--- src/rtl/vta_mem_arb_pkg.sv ---
// vta_mem_arb_pkg: shared defaults, client index type and counter-width helper for the VTA memory read arbiter
package vta_mem_arb_pkg;
   localparam int ADDR_W_D = 32;
   localparam int DATA_W_D = 64;
   localparam int LEN_W_D  = 8;
   localparam int ID_W_D   = 8;
   typedef logic [2:0] idx_t;
   function automatic int cnt_w(input int max_out);
      return $clog2(max_out + 1);
   endfunction
endpackage

--- src/rtl/vta_rr_arbiter.sv ---
// vta_rr_arbiter: round-robin picker over NUM_REQ requests
// Ports: clock, reset (async active-low), req (request vector), adv (a grant was
// taken this cycle, move the pointer past the grantee), gnt (one-hot), idx (grantee index).
module vta_rr_arbiter import vta_mem_arb_pkg::*; #(
   parameter int NUM_REQ = 4
) (
   input  logic               clock,
   input  logic               reset,
   input  logic [NUM_REQ-1:0] req,
   input  logic               adv,
   output logic [NUM_REQ-1:0] gnt,
   output idx_t               idx
);
   idx_t ptr;
   logic [NUM_REQ-1:0] hi, pick;
   // Prefer requests at or above the pointer; fall back to the full vector to wrap around.
   always_comb begin
      hi = '0;
      idx = '0;
      for (int k = 0; k < NUM_REQ; k++) hi[k] = req[k] && idx_t'(k) >= ptr;
      pick = |hi ? hi : req;
      for (int k = NUM_REQ - 1; k >= 0; k--) if (pick[k]) idx = idx_t'(k);
   end
   assign gnt = pick & (~pick + NUM_REQ'(1));
   always_ff @(posedge clock or negedge reset)
      if (!reset) ptr <= '0;
      else if (adv) ptr <= idx == idx_t'(NUM_REQ - 1) ? '0 : idx + idx_t'(1);
endmodule

--- src/rtl/vta_mem_read_arbiter.sv ---
// vta_mem_read_arbiter: shares one AXI read channel (AR + R) among NUM_REQ VTA read clients
// Ports: clock, reset (async active-low); req_ar_* client requests (sliced per client),
// req_r_* routed read beats; mem_ar_* registered AR to memory (id = grantee index);
// mem_r_* read beats from memory (no backpressure); busy, err (sticky protocol error).
// Optional: define VTA_MEM_ARB_PERF_EN to add perf_grant/perf_stall 32-bit per-client counters.
module vta_mem_read_arbiter import vta_mem_arb_pkg::*; #(
   parameter int NUM_REQ = 4,
   parameter int ADDR_W  = ADDR_W_D,
   parameter int DATA_W  = DATA_W_D,
   parameter int LEN_W   = LEN_W_D,
   parameter int ID_W    = ID_W_D,
   parameter int MAX_OUT = 2
) (
   input  logic                      clock,
   input  logic                      reset,
   input  logic [NUM_REQ-1:0]        req_ar_valid,
   output logic [NUM_REQ-1:0]        req_ar_ready,
   input  logic [NUM_REQ*ADDR_W-1:0] req_ar_addr,
   input  logic [NUM_REQ*LEN_W-1:0]  req_ar_len,
   output logic [NUM_REQ-1:0]        req_r_valid,
   output logic [DATA_W-1:0]         req_r_data,
   output logic [NUM_REQ-1:0]        req_r_last,
   output logic                      mem_ar_valid,
   input  logic                      mem_ar_ready,
   output logic [ADDR_W-1:0]         mem_ar_addr,
   output logic [ID_W-1:0]           mem_ar_id,
   output logic [LEN_W-1:0]          mem_ar_len,
   input  logic                      mem_r_valid,
   input  logic [DATA_W-1:0]         mem_r_data,
   input  logic                      mem_r_last,
   input  logic [ID_W-1:0]           mem_r_id,
   output logic                      busy,
   output logic                      err
`ifdef VTA_MEM_ARB_PERF_EN
   ,
   output logic [NUM_REQ*32-1:0]     perf_grant,
   output logic [NUM_REQ*32-1:0]     perf_stall
`endif
);
   localparam int CW = cnt_w(MAX_OUT);
   logic [CW-1:0] cnt [NUM_REQ];
   logic [NUM_REQ-1:0] elig, gnt, held, dec;
   idx_t idx;
   logic load, grant, bad_id, orphan;
   for (genvar i = 0; i < NUM_REQ; i++) begin : g_cli
      assign elig[i] = req_ar_valid[i] && cnt[i] < CW'(MAX_OUT);
      assign held[i] = cnt[i] != '0;
      assign req_r_valid[i] = mem_r_valid && mem_r_id == ID_W'(i);
      assign req_r_last[i] = req_r_valid[i] && mem_r_last;
      assign dec[i] = req_r_last[i] && held[i];
   end
   vta_rr_arbiter #(.NUM_REQ(NUM_REQ)) u_rr (
      .clock(clock),
      .reset(reset),
      .req(elig),
      .adv(grant),
      .gnt(gnt),
      .idx(idx)
   );
   // Reset gates the grant so no client sees ready while the block is held in reset.
   assign load = (!mem_ar_valid || mem_ar_ready) && reset;
   assign req_ar_ready = load ? gnt : '0;
   assign grant = |req_ar_ready;
   assign req_r_data = mem_r_data;
   assign bad_id = mem_r_valid && int'(mem_r_id) >= NUM_REQ;
   // A last beat with nothing outstanding is still routed, but the counter stays at zero.
   assign orphan = |(req_r_last & ~held);
   assign busy = mem_ar_valid || |held;
   always_ff @(posedge clock or negedge reset)
      if (!reset) begin
         mem_ar_valid <= 1'b0;
         mem_ar_addr <= '0;
         mem_ar_id <= '0;
         mem_ar_len <= '0;
         err <= 1'b0;
         for (int k = 0; k < NUM_REQ; k++) cnt[k] <= '0;
      end else begin
         if (grant) begin
            mem_ar_valid <= 1'b1;
            mem_ar_addr <= req_ar_addr[int'(idx)*ADDR_W +: ADDR_W];
            mem_ar_id <= ID_W'(idx);
            mem_ar_len <= req_ar_len[int'(idx)*LEN_W +: LEN_W];
         end else if (mem_ar_ready) mem_ar_valid <= 1'b0;
         err <= err || bad_id || orphan;
         for (int k = 0; k < NUM_REQ; k++) cnt[k] <= cnt[k] + CW'(req_ar_ready[k]) - CW'(dec[k]);
      end
`ifdef VTA_MEM_ARB_PERF_EN
   always_ff @(posedge clock or negedge reset)
      if (!reset) begin
         perf_grant <= '0;
         perf_stall <= '0;
      end else for (int k = 0; k < NUM_REQ; k++) begin
         perf_grant[k*32 +: 32] <= perf_grant[k*32 +: 32] + 32'(req_ar_ready[k]);
         perf_stall[k*32 +: 32] <= perf_stall[k*32 +: 32] + 32'(req_ar_valid[k] && !req_ar_ready[k]);
      end
`endif
endmodule

--- config.mk ---
export PLATFORM = sky130hd
export DESIGN_NAME = vta_mem_read_arbiter
export DESIGN_NICKNAME = d
export VERILOG_FILES = /design/src/rtl/vta_mem_arb_pkg.sv /design/src/rtl/vta_rr_arbiter.sv /design/src/rtl/vta_mem_read_arbiter.sv
export SDC_FILE = /design/constraint.sdc
export NUM_CORES = 1
export LEC_CHECK = 0
export CAP_MARGIN = 10
export CORE_AREA = 5 5 141 143
export CTS_CLUSTER_DIAMETER = 100
export DETAILED_ROUTE_END_ITERATION = 10
export DIE_AREA = 0 0 146 148
export PLACE_DENSITY_LB_ADDON = 0.12
export SLEW_MARGIN = 0
export SYNTH_ARGS = -nofsm -noshare
export SYNTH_HDL_FRONTEND = slang
export SYNTH_SLANG_ARGS = --single-unit
--- constraint.sdc ---
create_clock -name clock -period 2.2 [get_ports clock]
set_clock_uncertainty 0.2 [all_clocks]
set_input_delay 0.44 -clock clock [delete_from_list [all_inputs] [get_ports clock]]
set_output_delay 0.44 -clock clock [all_outputs]
set_load 0.01 [all_outputs]
== Yosys cells after proc, flatten, opt, wreduce, memory -nomap -nowiden ==
Cells that the tools add are included.

* Register bits after elaboration: 56
* Bits of input ports: 241
* Output and inout port bits: 127
* Logic and storage cells: 85

* Add/subtract/negate cells: 10
* Magnitude comparators: 9
* Equality and inequality tests: 4
* Shift-type cells: 2
* Mux-type cells: 9
* Bitwise gates (word level): 4
* Reductions and logical operators: 37

{| class="wikitable"
|+ Operators with widths
! kind !! number
|-
| 128-bit by 9-bit indexed part select with 32-bit output || 1
|-
| 32-bit by 7-bit indexed part select with 8-bit output || 1
|-
| 1-bit logical AND || 22
|-
| 8-bit by 2-bit equality test with 1-bit output (second input constant) || 2
|-
| 4-bit OR reduction || 4
|-
| 3-bit 2-to-1 mux || 4
|-
| 2-bit nonzero test || 5
|-
| 2-bit by 1-bit adder with 2-bit output || 4
|-
| 4-bit AND || 2
|-
| 8-bit by 1-bit equality test with 1-bit output (second input constant) || 1
|-
| 8-bit by 3-bit >= comparator with 1-bit output (second input constant) || 1
|-
| 8-bit zero test || 1
|-
| 2-bit < comparator (second input constant) || 4
|-
| 4-bit 2-to-1 mux || 2
|-
| 4-bit inverter || 2
|-
| 2-bit by 1-bit subtractor with 2-bit output || 4
|-
| 1-bit by 3-bit >= comparator with 1-bit output (first input constant) || 2
|-
| 2-bit by 3-bit >= comparator with 1-bit output (first input constant) || 2
|-
| 4-bit by 1-bit adder with 4-bit output (second input constant) || 1
|-
| 1-bit logical OR || 4
|-
| 3-bit by 1-bit adder with 3-bit output (second input constant) || 1
|-
| 3-bit by 2-bit equality test with 1-bit output (second input constant) || 1
|-
| 1-bit 2-to-1 mux || 2
|-
| 2-bit 2-to-1 mux || 1
|-
| 1-bit zero test || 1
|}

== Longest topological paths before layout ==
* Word-level depth: 11
* Gate-level depth with buffers: 10
* Mapped depth without buffers: 10

== Modules after synthesis ==
From an unflattened synthesis, not the netlist that was laid out.

* Cell total of the unflattened synthesis: 334
* Area total of the unflattened synthesis: 3,970.1 sq um

{| class="wikitable"
|+ By module, submodules not included
! module !! instances !! cells an instance !! area each (sq um) !! seq. area each (sq um)
|-
| vta_mem_read_arbiter || 1 || 295 || 3,711.1 || 1,326.3
|-
| vta_rr_arbiter || 1 || 39 || 259.0 || 50.0
|}

== Worst setup path before layout ==
OpenSTA, ideal clock, no wires.

* Kind: input to register
* From: input port mem_r_id[4]
* To: register cnt[5] in the netlist's numbering
* Library setup time: 80 ps
* Arrival: 2,292 ps
* Data required time: 1,920 ps
* Path slack: -372 ps
* Stages on the path: 10
* Path buffers: 0
* Cell sequence: or4_1 -> nor3_1 -> and3b_1 -> nand2_1 -> nor3_1 -> ha_1 -> inv_1 -> ha_1 -> xnor2_1 -> xnor2_1

* Cells in the longest elaborated chain, start to end: 5

{| class="wikitable"
|+ Ends and longest elaborated chain
! what !! line !! RTL
|-
| start, declared || vta_mem_read_arbiter.sv:31 || <nowiki>input logic [ID_W-1:0] mem_r_id,</nowiki>
|-
| 8-bit by 1-bit equality test with 1-bit output || vta_mem_read_arbiter.sv:48 || <nowiki>assign req_r_valid[i] = mem_r_valid && mem_r_id == ID_W'(i);</nowiki>
|-
| 1-bit logical AND || vta_mem_read_arbiter.sv:48 ||
|-
| 1-bit logical AND || vta_mem_read_arbiter.sv:49 || <nowiki>assign req_r_last[i] = req_r_valid[i] && mem_r_last;</nowiki>
|-
| 1-bit logical AND || vta_mem_read_arbiter.sv:50 || <nowiki>assign dec[i] = req_r_last[i] && held[i];</nowiki>
|-
| 2-bit by 1-bit subtractor with 2-bit output || vta_mem_read_arbiter.sv:85 || <nowiki>for (int k = 0; k < NUM_REQ; k++) cnt[k] <= cnt[k] + CW'(req_ar_ready[k]) - CW'(dec[k]);</nowiki>
|-
| end, declared || vta_mem_read_arbiter.sv:41 || <nowiki>logic [CW-1:0] cnt [NUM_REQ];</nowiki>
|}

No other way between the ends.
A chain may end at the register's enable or synchronous reset.

== Worst setup path after layout ==
* From: input port mem_r_id[6]
* To: register cnt[7] in the netlist's numbering

* Cells in the longest elaborated chain, start to end: 5

{| class="wikitable"
|+ Ends and longest elaborated chain
! what !! line
|-
| 8-bit zero test || vta_mem_read_arbiter.sv:48
|-
| 1-bit logical AND || vta_mem_read_arbiter.sv:48
|-
| 1-bit logical AND || vta_mem_read_arbiter.sv:49
|-
| 1-bit logical AND || vta_mem_read_arbiter.sv:50
|-
| 2-bit by 1-bit subtractor with 2-bit output || vta_mem_read_arbiter.sv:85
|}

No other way between the ends.

==> results by group <==
Placement
  – DP Wirelength: around 12 mm
  – Cell Count Post-Placement: approximately 850
  – I/O Buffers: about 230
  – GPL Wtd Cong: about 0.77
  – Place WS: -1.06 ns

Clock tree
  – H-tree depth: 2
  – Clock Latency Late Sink: about 0.31 ns
  – Clk sinks: 54
  – Root buf cell: clkbuf_16
  – Clk pin slew, worst setup/hold paths: approximately 0.08 ns
  – Clock Path Buffers: 2
  – CTS buffer count: 5
  – # hold bufs at CTS: 0
  – TritonCTS clock tree: yes

Route
  – Post-DR wirelength/cell: approximately 20 um
  – DRT Pass-1 Iters: 4
  – Vias per cell: ~4.6
  – DR vias: between 4,000 and 5,000
  – DRC: 0
  – Drt total wl: ~19 mm
  – Post-DRT Antenna Nets: 0
  – Initial detailed-routing violation count: between 100 and 150

Power and ir drop
  – Power per cell area: about 1300 mW/mm^2
  – Peak supply drop: around 0.53 mV
  – Total power: about 11,000 uW
  – Leak: 0.00344 uW

Cells and area
  – P&R area growth vs syn: 113%
  – FF/Latch Area: 0.00135 sq mm
  – Most frequent cells in the layout: clkdlybuf4s50_1, buf_4, dfrtp_1
  – Final #Nets: roughly 940
  – Fillers: roughly 1,700
  – Most common cell after layout, fill and taps aside: clkdlybuf4s50_1
  – Antenna fix cells: 0
  – Layout cells sized above 1: a little under 40%
  – Post-route core utilization: between 40% and 50%
  – Area of the multi-input gates: roughly 0.0028 sq mm
  – Non-Filler Instances: around 930

Worst hold path
  – Hold Path Class: in -> async

Synthesis
  – Yosys warns: 0
  – EDFF count, synth: 0
  – Ys async rst share: between 90% and 100%
  – Yosys cell types: 39
  – Post-Synthesis Cells: approximately 430
  – Commonest register cell after synthesis: dfrtp_1
  – Syn_area_per_cell: between 9 and 10 sq um
  – #FFs+latches synth: 54
  – Sequential share of the synthesized area: 34.4%
  – Mapped Area: around 0.0039 sq mm

Die
  – Die H: between 100 and 150 um
  – Num ports: approximately 370
  – Rows: 50
  – Die ar.: about 0.022 sq mm
  – Starting density of the core: 21.3%
  – Floorplan core area: ~0.018 sq mm
  – DIE WIDTH: 146 um

Worst setup path
  – Crit start category: primary input
  – Critical Path RT: 2.23 ns
  – Worst Path Arrival: 2.51 ns
  – Reg-to-reg slack, setup: -0.20 ns
  – Critical-path maximum fanout: 3
  – Worst setup EP type: flop
  – Critical path type: in -> reg

STA
  – Final worst slack: -0.285 ns
  – Final Cycle Share: 113%
  – Slew Limit Fails: 0
  – Endpoints failing setup: a little over 60
  – Endpoints failing hold: 0
  – RSZ-0062 raised after global routing: true
  – Worst Tran Pin Value: about 0.74 ns
  – Hold_ws: 0.182 ns
  – Post-layout min period: between 2 and 2.5 ns
  – Peak Freq: between 400 and 500 MHz
  – Slew headroom: ~50%

Global route
  – Vias in the first global route: a little under 5,000
  – Initial antenna violation count: 0
  – Pin count of the biggest net entering global routing: 55
  – GRT Overall Usage: between 10% and 20%
  – Gr ovfl total: 0
  – Global-route wire length before repair: between 20 and 30 mm

Run status
  – Failing checks: negative setup slack
  – Outcome: finished, violations left

Flow run
  – Max Cap Violations: 0
[layer usage]
| metal | vias to the layer above | global-route usage (%) | part of all wire (%) |
|---|---|---|---|
| li1 | 2024 | - | - |
| met3 | 31 | 6.28 | 9.1 |
| met4 | 0 | 4.99 | 1.7 |
| met1 | 2043 | 18.2 | 38 |
| met5 | - | 0 | 0 |
| met2 | 204 | 29.1 | 52 |
[metrics by stage]
stage,setup TNS [ns],area [sq um]
after global placement,-46.24,6380
after detailed placement,-47.70,6380
final,-9.39,8350
after CTS,-10.01,8030
after floorplan,-1.99,3980
after global routing,-14.74,8350
[repair_timing]
action                                 in CTS  in global routing
endpoints found under the hold margin       0                  0
gates resized for setup                   223                 69
setup buffers                              44                 18
cloned                                     15                  2
setup endpoints to repair                  63                 63
pin swaps                                  65                 43
[where the power goes]
group / internal [uW] / switching [uW]
Combinational: 4680 / 3470
Clock: 541 / 410
Sequential: 1470 / 314
[synth_stat cells, types with 8 or more instances]
cell / count / area [sq um]
buf_4: 73 / 548
nand2_1: 60 / 225
xnor2_1: 8 / 70.1
mux2i_1: 40 / 400
dfrtp_1: 54 / 1350
nor2_1: 10 / 37.5
inv_1: 9 / 33.8
clkbuf_1: 9 / 33.8
nor3_1: 13 / 65.1
a21oi_1: 8 / 40.0
o22ai_1: 40 / 250
ha_1: 9 / 113
o221ai_1: 40 / 350
buf_2: 8 / 40.0
[final cells by class]
class	instances	area share (%)
timing repair buffer	352	44.9
multi-input combinational	271	33.0
sequential	54	16.2
tap	234	3.51
clock buffer	5	1.50
clock inverter	3	0.525
inverter	9	0.405
[state kept, by name, indices dropped and copies added (netlist names)]
name          flops
mem_ar_id         2
mem_ar_len        8
mem_ar_valid      1
mem_ar_addr      32
err               1
cnt               8
u_rr.ptr          2
[logic make-up (layout without fill, tap and decap cells)]
| logic type | Yosys count | in the layout | share of synthesized area (%) |
|---|---|---|---|
| flip-flops | 54 | 54 | 34.4 |
| AO/OA/AOI/OAI | 103 | 103 | 19.1 |
| AND/OR/NAND/NOR | 105 | 105 | 12.2 |
| XOR/XNOR | 8 | 8 | 1.79 |
| adder cells (fa/ha/maj) | 9 | 9 | 2.87 |
| other | 1 | 6 | 0.0956 |
| buffers and inverters | 108 | 369 | 19.2 |
| multiplexers | 40 | 40 | 10.2 |
[worst max-delay path, stage by stage]
cell	delay (ns)
buf_6	0.09
or4_4	0.53
nor3_4	0.18
and3b_2	0.23
nand2_2	0.07
buf_6	0.13
nor3_4	0.17
ha_1	0.25
inv_2	0.06
ha_4	0.13
xnor2_2	0.11
xnor2_1	0.13
[final timing paths]
path,start,to,cells after the start
max,mem_r_id[6],cnt[7],12
max in group asynchronous,reset,cnt[6],3
min in group clock,err,err,2
min,reset,u_rr.ptr[1],3
min reg2reg,err,err,2
max reg2reg,cnt[1],mem_ar_addr[15],11
Power figures use the tool's default switching activity.
